File: src/rtl/serial_subtractor.sv
// Bit-serial subtractor: one full-subtractor cell and a registered borrow,
// stepped LSB first over WIDTH bits, then a parallel result with a done pulse.
module serial_subtractor #(
    parameter int WIDTH = 8
) (
    input  logic             clk,
    input  logic             rst_n,
    input  logic             start,
    input  logic [WIDTH-1:0] a,
    input  logic [WIDTH-1:0] b,
    input  logic             bin,
    output logic             busy,
    output logic             d_bit,
    output logic             d_valid,
    output logic [WIDTH-1:0] diff,
    output logic             bout,
    output logic             done
);
    localparam int CW = $clog2(WIDTH);

    typedef enum logic {IDLE, RUN} state_t;

    state_t           state_q, state_d;
    logic [WIDTH-1:0] a_q, a_d, b_q, b_d, res_q, res_d, diff_q, diff_d;
    logic [CW-1:0]    cnt_q, cnt_d;
    logic             br_q, br_d;
    logic             busy_q, busy_d, d_bit_q, d_bit_d, d_valid_q, d_valid_d;
    logic             bout_q, bout_d, done_q, done_d;
    logic             ai, bi, d_cell, b_cell, last;

    always_comb begin
        ai     = a_q[0];
        bi     = b_q[0];
        d_cell = ai ^ bi ^ br_q;
        b_cell = (~ai & bi) | (~(ai ^ bi) & br_q);
        last   = (cnt_q == CW'(WIDTH - 1));

        state_d   = state_q;
        a_d       = a_q;
        b_d       = b_q;
        res_d     = res_q;
        diff_d    = diff_q;
        cnt_d     = cnt_q;
        br_d      = br_q;
        bout_d    = bout_q;
        busy_d    = 1'b0;
        d_bit_d   = 1'b0;
        d_valid_d = 1'b0;
        done_d    = 1'b0;

        case (state_q)
            IDLE: begin
                if (start) begin
                    a_d     = a;
                    b_d     = b;
                    br_d    = bin;
                    res_d   = '0;
                    cnt_d   = '0;
                    busy_d  = 1'b1;
                    state_d = RUN;
                end
            end
            RUN: begin
                // busy stays high through the done cycle so chained ops show no gap
                busy_d    = 1'b1;
                d_bit_d   = d_cell;
                d_valid_d = 1'b1;
                res_d     = {d_cell, res_q[WIDTH-1:1]};
                a_d       = a_q >> 1;
                b_d       = b_q >> 1;
                br_d      = b_cell;
                cnt_d     = cnt_q + 1'b1;
                if (last) begin
                    diff_d  = res_d;
                    bout_d  = b_cell;
                    done_d  = 1'b1;
                    state_d = IDLE;
                end
            end
            default: state_d = IDLE;
        endcase
    end

    always_ff @(posedge clk or negedge rst_n) begin
        if (!rst_n) begin
            state_q   <= IDLE;
            a_q       <= '0;
            b_q       <= '0;
            res_q     <= '0;
            diff_q    <= '0;
            cnt_q     <= '0;
            br_q      <= 1'b0;
            bout_q    <= 1'b0;
            busy_q    <= 1'b0;
            d_bit_q   <= 1'b0;
            d_valid_q <= 1'b0;
            done_q    <= 1'b0;
        end else begin
            state_q   <= state_d;
            a_q       <= a_d;
            b_q       <= b_d;
            res_q     <= res_d;
            diff_q    <= diff_d;
            cnt_q     <= cnt_d;
            br_q      <= br_d;
            bout_q    <= bout_d;
            busy_q    <= busy_d;
            d_bit_q   <= d_bit_d;
            d_valid_q <= d_valid_d;
            done_q    <= done_d;
        end
    end

    assign busy    = busy_q;
    assign d_bit   = d_bit_q;
    assign d_valid = d_valid_q;
    assign diff    = diff_q;
    assign bout    = bout_q;
    assign done    = done_q;
endmodule

File: config.mk
export PLATFORM = sky130hd
export DESIGN_NAME = serial_subtractor
export DESIGN_NICKNAME = d
export VERILOG_FILES = /design/src/rtl/serial_subtractor.sv
export SDC_FILE = /design/constraint.sdc
export NUM_CORES = 1
export LEC_CHECK = 0
export ABC_AREA = 1
export CORE_ASPECT_RATIO = 2
export CORE_MARGIN = 2
export CORE_UTILIZATION = 53
export CTS_BUF_LIST = sky130_fd_sc_hd__clkbuf_4 sky130_fd_sc_hd__clkbuf_8
export DETAILED_ROUTE_END_ITERATION = 7
export PLACE_DENSITY_LB_ADDON = 0.1
export SLEW_MARGIN = 20
export SYNTH_ARGS = -nofsm -noshare
export SYNTH_HDL_FRONTEND = slang
export SYNTH_SLANG_ARGS = --single-unit
File: constraint.sdc
create_clock -name clk -period 1.6 [get_ports clk]
set_input_delay 0.48 -clock clk [delete_from_list [all_inputs] [get_ports clk]]
set_output_delay 0.48 -clock clk [all_outputs]
set_load 0.01 [all_outputs]
==> results.py <==
metrics = {
    "cts": {
        "clockRootBuffer": "clkbuf_8",
        "cts_max_level": 2,
        "cts.clk_slew.worst_paths_ns": 0.07,
        "clk_path_buf_depth": 2,
        "clock_sinks": 41,
        "cts_setup_buffers": 0,
        "clk_latency_ns": 0.29,
        "cts_inserted_buffers": 5,
        "cts_tree": "built",
    },
    "yosys": {
        "yosysMostFrequentCell": "nand2_1",
        "synth_largest_area_cell": "dfrtp_1",
        "yosysSeqAreaShare_pct": 61.5,
        "synth_seq_cells": 41,
        "synthesis.area_um2": 1670,
        "synthArstFlopShare_pct": 100,
        "avgSynthCellArea_um2": 9.38,
        "synth_flop_cell": "dfrtp_1",
        "synth_cells": 178,
        "synth_edf_count": 0,
        "synth_commonest_cells": "nand2_1, dfrtp_1, nand3_1",
        "synth_top_area_share_pct": 61.5,
        "netlist_top_cells_area": "dfrtp_1, nand2_1, nand3_1",
        "syn_nets": 201,
        "yosysWarnings": 0,
        "yosysUniqueCellTypes": 14,
    },
    "sta": {
        "rsz0062_at_grt": "no",
        "finalSetupTns_ns": 0,
        "period_minus_slack_ns": 1.44,
        "tightest_slew_ns": 0.551,
        "relSlewSlack_pct": 63.2,
        "period_share_pct": 90.3,
        "hold_slack_ns": 0.142,
        "max_freq_mhz": 692,
        "slew_violations": 0,
        "setup_violations": 0,
        "finalClockSkew_ns": 0.00372,
        "hold_viol_final": 0,
    },
    "placed_design": {
        "io_buffers": 32,
        "gp_congestion": 0.729,
        "hpwl_mm": 2.19,
    },
    "critical_path": {
        "crit_family": "flip-flops",
        "worstPathMaxFanout": 2,
        "crit_buf_inv": 1,
        "cp_cell_sequence": "dlygate4sd2_1",
        "crit_path_top_delay_cell": "dfrtp_1",
        "end_kind": "output port",
        "cp.required_ns": 1.12,
        "critPathLaunchType": "flop",
        "path_class": "reg -> out",
        "max_stage_delay_ns": 0.39,
        "arrival_ns": 0.96,
    },
    "routing": {
        "dr.first_iter.drc_count": 31,
        "wl_per_cell_um": 12.7,
        "drcViolationCount": 0,
        "drt_wl_total_mm": 3.09,
        "vias_per_cell": 5.27,
        "first_pass_iters": 4,
        "via_count": 1280,
        "ant_nets": 0,
    },
    "die": {
        "fp.dieW_um": 43.7,
        "die_h_um": 83.4,
        "std_cell_rows": 28,
        "io_pins": 33,
        "core-area_um2": 2980,
        "die_area_um2": 3640,
        "initial_core_util_pct": 56.1,
    },
    "global_routing": {
        "grt_max_degree": 42,
        "grt_overflow": 0,
        "antenna_found_initial": 0,
        "grt_pass1_wl_mm": 5.55,
        "grt_pass1_vias": 1303,
        "grt_usage_pct": 20.0,
    },
    "status": {
        "outcome": "complete, no violations",
    },
    "finish": {
        "drive_above_1_share_pct": 7.98,
        "nets": 235,
        "antenna_cells": 0,
        "regArea_um2": 1030,
        "n_fill_cell": 253,
        "syn_to_final_growth_pct": 26.3,
        "multi_input_area_um2": 534,
    },
    "hold_path": {
        "hp-class": "in -> async",
    },
    "run": {
        "maxCapViolCount": 0,
    },
    "power_and_ir_drop": {
        "static-leakage-power_nw": 1.06,
        "pwr_density_cell_nw_per_um2": 1800,
        "vdd_drop_max_uv": 1040,
    },
}
-- per-layer routing --
layer | wire length [um] | vias to the layer above | track usage, %
met5 | 0 | - | 0
met4 | 55 | 0 | 7.44
met3 | 130 | 5 | 4.78
met2 | 1720 | 35 | 34.2
met1 | 1190 | 611 | 23.0
li1 | - | 629 | -
-- cells in the final DEF (no fill, tap or decap) --
| master | n |
|---|---|
| buf_12 | 1 |
| buf_2 | 1 |
| buf_4 | 3 |
| bufinv_16 | 1 |
| clkbuf_4 | 1 |
| clkbuf_8 | 6 |
| clkdlybuf4s50_1 | 18 |
| dfrtp_1 | 41 |
| dlygate4sd2_1 | 13 |
| fa_1 | 1 |
| ha_1 | 2 |
| inv_1 | 11 |
| inv_2 | 2 |
| nand2_1 | 62 |
| nand2_2 | 1 |
| nand3_1 | 32 |
| nor2_1 | 1 |
| nor2_4 | 1 |
| o21ai_1 | 15 |
-- stage by stage --
stage | setup slack [ns] | std cells | util (%) | area, um2 | power (mW)
after floorplan | 0.348 | 178 | - | 1670 | 2.56
after global placement | -0.0446 | 235 | 67.3 | 2000 | 3.02
after detailed placement | -0.0961 | 235 | 67.3 | 2000 | 3.09
after CTS | 0.147 | 243 | 70.8 | 2110 | 3.85
after global routing | 0.102 | 243 | 70.8 | 2110 | 4.11
final | 0.156 | 243 | 70.8 | 2110 | 3.80
-- final timing paths --
check / from / endpoint / slack (ns) / depth (start not counted)
max: bout / bout / 0.16 / 1
min: rst_n / res_q[3] / 0.14 / 2
max reg2reg: cnt_q[0] / diff[0] / 0.23 / 6
min reg2reg: diff[0] / diff[0] / 0.47 / 2
max in group asynchronous: rst_n / diff[7] / 1.25 / 2
min in group clk: diff[0] / diff[0] / 0.47 / 2
-- cells by family (layout without fill, tap and decap cells) --
kind of cell | after synthesis | count (layout) | share of synthesized area [%]
DFF | 41 | 41 | 61.5
AOI/OAI and AO/OA | 15 | 15 | 4.50
adders and majority gates | 3 | 3 | 2.70
and+or+nand+nor | 97 | 97 | 24.8
buffers and inverters | 22 | 57 | 6.52
-- flip-flops by register name, indices dropped and copies added (netlist names) --
name,count
diff,8
done,1
state_q,1
cnt_q,3
b_q,8
d_bit,1
br_q,1
res_q,7
bout,1
a_q,8
busy,1
d_valid,1
-- cell type report --
type                       count  share of cell area, %
sequential                    41                   48.7
multi-input combinational    115                   25.3
timing repair buffer          36                   16.2
clock buffer                   7                   4.27
inverter                      13                   2.31
tap                           30                   1.78
clock inverter                 1                   1.42
-- where the power goes --
group	switching, mW	leakage [nW]	total [mW]	internal (mW)
Sequential	0.245	0.518	1.71	1.47
Combinational	0.709	0.477	1.23	0.524
Clock	0.332	0.0619	0.857	0.525
-- repair_timing --
action,CTS,global route
endpoints found under the hold margin,0,0
gates resized for setup,13,0
endpoints found under the setup margin,13,0
hold buffers,0,0
Power figures use the tool's default switching activity.
